--- src/rtl/alu_pkg.sv ---
// Shared types and defaults for the sequential multiplier slice.
package alu_pkg;
   localparam int OP_W_DEF = 8;
   typedef enum logic [1:0] {IDLE, CALC, DONE} state_t;
endpackage

--- src/rtl/booth_mul_step.sv ---
// One radix-2 Booth iteration: add/sub selected by {q[0],q_1}, then arithmetic
// right shift of the combined {acc,q,q_1} register.
module booth_step
   import alu_pkg::*;
#(
   parameter int OP_W = OP_W_DEF
) (
   input  logic signed [OP_W:0]   acc,
   input  logic signed [OP_W-1:0] m,
   input  logic        [OP_W-1:0] q,
   input  logic                   q_1,
   output logic signed [OP_W:0]   acc_n,
   output logic        [OP_W-1:0] q_n,
   output logic                   q_1_n
);
   logic signed [OP_W:0] m_x;
   logic signed [OP_W:0] sum;

   assign m_x = {m[OP_W-1], m};

   always_comb begin
      sum = acc;
      case ({q[0], q_1})
         2'b10:   sum = acc - m_x;
         2'b01:   sum = acc + m_x;
         default: sum = acc;
      endcase
   end

   assign acc_n = {sum[OP_W], sum[OP_W:1]};
   assign q_n   = {sum[0], q[OP_W-1:1]};
   assign q_1_n = q[0];
endmodule

--- src/rtl/booth_mul.sv ---
// Radix-2 Booth sequential signed multiplier, OP_W steps per operation.
// BOOTH_MUL_EARLY_ZERO_EN: zero operands bypass CALC and finish one cycle after accept.
module booth_mul
   import alu_pkg::*;
#(
   parameter int OP_W = OP_W_DEF
) (
   input  logic                     clk,
   input  logic                     reset,
   input  logic                     start,
   input  logic signed [OP_W-1:0]   a,
   input  logic signed [OP_W-1:0]   b,
   output logic signed [2*OP_W-1:0] product,
   output logic                     done
);
   localparam int CW = $clog2(OP_W + 1);

   state_t               state, state_n;
   logic signed [OP_W:0] acc, acc_n;
   logic signed [OP_W-1:0] m;
   logic [OP_W-1:0]      q, q_n;
   logic                 q_1, q_1_n;
   logic [CW-1:0]        count;
   logic                 zero_op;
   logic                 load, step_en, finish;

`ifdef BOOTH_MUL_EARLY_ZERO_EN
   assign zero_op = (a == '0) || (b == '0);
`else
   assign zero_op = 1'b0;
`endif

   always_ff @(posedge clk) begin
      if (reset) state <= IDLE;
      else       state <= state_n;
   end

   always_comb begin
      state_n = state;
      case (state)
         IDLE:    if (start) state_n = zero_op ? DONE : CALC;
         CALC:    if (count == CW'(1)) state_n = DONE;
         DONE:    state_n = IDLE;
         default: state_n = IDLE;
      endcase
   end

   always_comb begin
      load    = (state == IDLE) && start;
      step_en = (state == CALC);
      finish  = (state == DONE);
   end

   booth_step #(.OP_W(OP_W)) u_step (
      .acc   (acc),
      .m     (m),
      .q     (q),
      .q_1   (q_1),
      .acc_n (acc_n),
      .q_n   (q_n),
      .q_1_n (q_1_n)
   );

   always_ff @(posedge clk) begin
      if (reset) begin
         m       <= '0;
         q       <= '0;
         q_1     <= 1'b0;
         acc     <= '0;
         count   <= '0;
         product <= '0;
         done    <= 1'b0;
      end else begin
         done <= finish;
         if (load) begin
            m     <= a;
            // Zeroing q makes the bypassed result come out as 0 from the DONE path
            q     <= zero_op ? '0 : b;
            q_1   <= 1'b0;
            acc   <= '0;
            count <= CW'(OP_W);
         end else if (step_en) begin
            acc   <= acc_n;
            q     <= q_n;
            q_1   <= q_1_n;
            count <= count - CW'(1);
         end
         if (finish) product <= {acc[OP_W-1:0], q};
      end
   end
endmodule

--- config.mk ---
export PLATFORM = sky130hd
export DESIGN_NAME = booth_mul
export DESIGN_NICKNAME = d
export VERILOG_FILES = /design/src/rtl/alu_pkg.sv /design/src/rtl/booth_mul_step.sv /design/src/rtl/booth_mul.sv
export SDC_FILE = /design/constraint.sdc
export NUM_CORES = 1
export LEC_CHECK = 0
export CAP_MARGIN = 10
export CORE_UTILIZATION = 50
export DETAILED_ROUTE_END_ITERATION = 12
export PLACE_DENSITY = 0.82
export SYNTH_ARGS = -nofsm -noshare
export SYNTH_HDL_FRONTEND = slang
export SYNTH_HIERARCHICAL = 1
export SYNTH_SLANG_ARGS = --single-unit
--- constraint.sdc ---
create_clock -name clk -period 2.95 [get_ports clk]
set_input_delay 0.59 -clock clk [delete_from_list [all_inputs] [get_ports clk]]
set_output_delay 0.59 -clock clk [all_outputs]
set_load 0.05 [all_outputs]
==> run metrics <==
crit end category flop; reg2reg end acc[7]; vias in the first global route 1947; CP Data Required Time 3.19 ns; Startpoint Class flop; CP Class flop to flop; GRT Residual Overflow 0; period utilization 0.904; mean routed wirelength per cell 12.7 um; Total GRT Usage 0.198; Synthesis Warnings 6; post-cts sizing count 0; minimum clock period 2.67 ns; CTS Hold Bufs 0; Slew Limit Fails 0; Largest delay share family, worst path compound AO/OA/AOI/OAI gates; post-synthesis sequential element count 49; final wirelength 5330 um; DR iter-0 viols 166; DR vias 2264; drt drc 0; Hold Path Depth 2; WHS Endpoint product[5]; setup slack, reg-to-reg 0.28 ns; Synth Area in Compound Gates 0.192; syn nets 364; slowest CP cell mux2_2; Vias per Instance 5.38; Cell Rows 26; hold wc startpoint product[5]; worst hold-check path type flop to flop; CTS sink count 49; Final #Nets 383; die extent in y 75.8 um; most common cell in the netlist nand2_1; clock root cell clkbuf_8; drt pass-1 iters 4; ANT cells 0; Synth cell types 46; DIE AREA 5740 um^2; register area share after synthesis 0.360; reg2reg start q[0]; CTS buffer count 5; RSZ-0062 raised after global routing no; Finish-stage setup viols 0; antenna violations before repair 0; Die Span X 75.8 um; Peak VDD IR 0.000291 V; top cell type by total area after synthesis dfxtp_1; most frequent cells after synthesis nand2_1 (62), dfxtp_1 (49), nor2_1 (34); share of layout cells above drive strength 1 0.0883; crit-path cells inv_1 > ha_1 > mux2_2 > inv_1 > fa_1 > nor2b_4 > o31a_1 > o41ai_2 > a21oi_1 > nor3_1 > nand2_1 > a21oi_2; core area 5170 um^2; crit path DAT 2.91 ns; CP peak stage delay 0.40 ns; Slew @ Worst Pin 0.618 ns; LEAKAGE 0.00117 uW; CP max FO 8; top_reg_cell synth dfxtp_1; relative slew slack 0.588; mux cell area share after synthesis 0.0414; Placed Area 3020 um^2; post-synthesis xor/xnor area fraction 0.0386; Yosys top cell area share 0.360; Port Buffer Count 35; Worst-Skew Late Latency 0.30 ns; pwr/cell area 491 nW/um^2; Longest Clk Path Bufs 2; HPWL Detailed 3930 um; Post-Synth Simple-Gate Area 0.216; # Max-Cap Violations 0; FFs w/ async S/R, synth 0; EDFF count, synth 0; outcome finished clean; CTS tree done; first-pass GRT wire length 8840 um; adder-cell share of the synthesized area 0.0671; setup tns final 0 ns; area delta synth->final 15.1%; Initial Util 0.526; Avg Inst Size Synth 8.23 um^2; clock slew at reported path FFs 0.09 ns; cell area after layout 3130 um^2; final hold vios 0; R2R depth 12; # H-tree levels 2; DRT antenna net count 0; Worst Path Buf+Inv 2; largest net degree at the start of global routing 37; Synth Instances 331; I/O pin count 36; cell mode on critical path inv_1; Fmax 375 MHz; post-CTS setup buffers 0; RePlAce Congestion 0.789; Max Clock Skew 0.00659 ns; largest cells by area after synthesis dfxtp_1 (36%), nand2_1 (8.5%), ha_1 (6.0%), a21oi_1 (4.8%), nor2_1 (4.7%); largest family of logic cells by synthesized area simple AND/OR/NAND/NOR gates; Netlist Area Pre-Place 2720 um^2
[metal layers]
metal | routed length, um | vias to the layer above | GRT usage
li1 | - | 1152 | -
met3 | 195 | 2 | 0.0331
met1 | 2670 | 1056 | 0.270
met4 | 22 | 0 | 0.0432
met2 | 2450 | 54 | 0.328
met5 | 0 | - | 0
[stage by stage]
stage | worst slack, ns | hold WS, ns | instances | power (uW) | utilization
global route | 0.0357 | 0.473 | 421 | 1620 | 0.606
CTS | 0.270 | 0.458 | 421 | 1540 | 0.606
detailed placement | 0.286 | 0.446 | 413 | 1060 | 0.583
floorplan | 0.427 | 0.446 | 331 | 1000 | -
finish | 0.282 | 0.458 | 421 | 1540 | 0.606
global placement | 0.396 | 0.441 | 413 | 1050 | 0.583
[power breakdown]
group | switching, uW | internal, uW | total, uW
sequential | 33.7 | 690 | 724
clock | 215 | 277 | 491
combinational | 175 | 147 | 322
[state kept, by name (all words and copies together), names as in the netlist]
register,cells
acc,9
count,4
done,1
m,8
product,16
q,8
q_1,1
state,2
[kinds of logic (layout without fill, tap and decap cells)]
group,Yosys count,in the layout
AOI/OAI and AO/OA,77,77
xor gates and xnor gates,12,12
adders and majority gates,14,14
buffers and inverters,42,62
DFF,49,49
muxes,11,11
and+or+nand+nor,126,126
[tightest hold or removal path: cells and delay by family (launching register included)]
kind	cells	cell delay, ns
and+or+nand+nor	1	0.05
DFF	1	0.32
AOI/OAI and AO/OA	1	0.05
[placed cells by master, fill, tap and decap left out, drive strengths merged, types with 3 or more instances in the layout]
cell type / n
o21a: 4
buf: 4
o21ai: 7
a211oi: 11
nand2: 62
a21oi: 35
nor2: 35
nand2b: 4
clkdlybuf4s50: 35
xor2: 11
nor4b: 3
inv: 15
nor2b: 4
o2bb2ai: 6
clkbuf: 7
nor3: 9
mux2i: 9
ha: 13
dfxtp: 49
[worst max-delay path by stage]
stage | startpoint | endpoint | slack, ns | cells after the start
3_5_place_dp | q[0] | acc[7] | 0.29 | 12
2_1_floorplan | q[0] | acc[8] | 0.43 | 14
6_report | q[0] | acc[7] | 0.28 | 12
5_1_grt | q[0] | acc[5] | 0.04 | 12
3_3_place_gp | q[0] | acc[7] | 0.40 | 12
4_1_cts | q[0] | acc[7] | 0.27 | 12
[final cells by class]
class                   instances  area [um^2]
fillers                       461         2040
multi-input cells             240         1510
flip-flops and latches         49          981
repair buffers                 39          380
well taps                      70         87.6
clock buffers                   7         86.3
inverters                      15         56.3
clock inverters                 1         30.0
(Power assumes the default switching activity.)
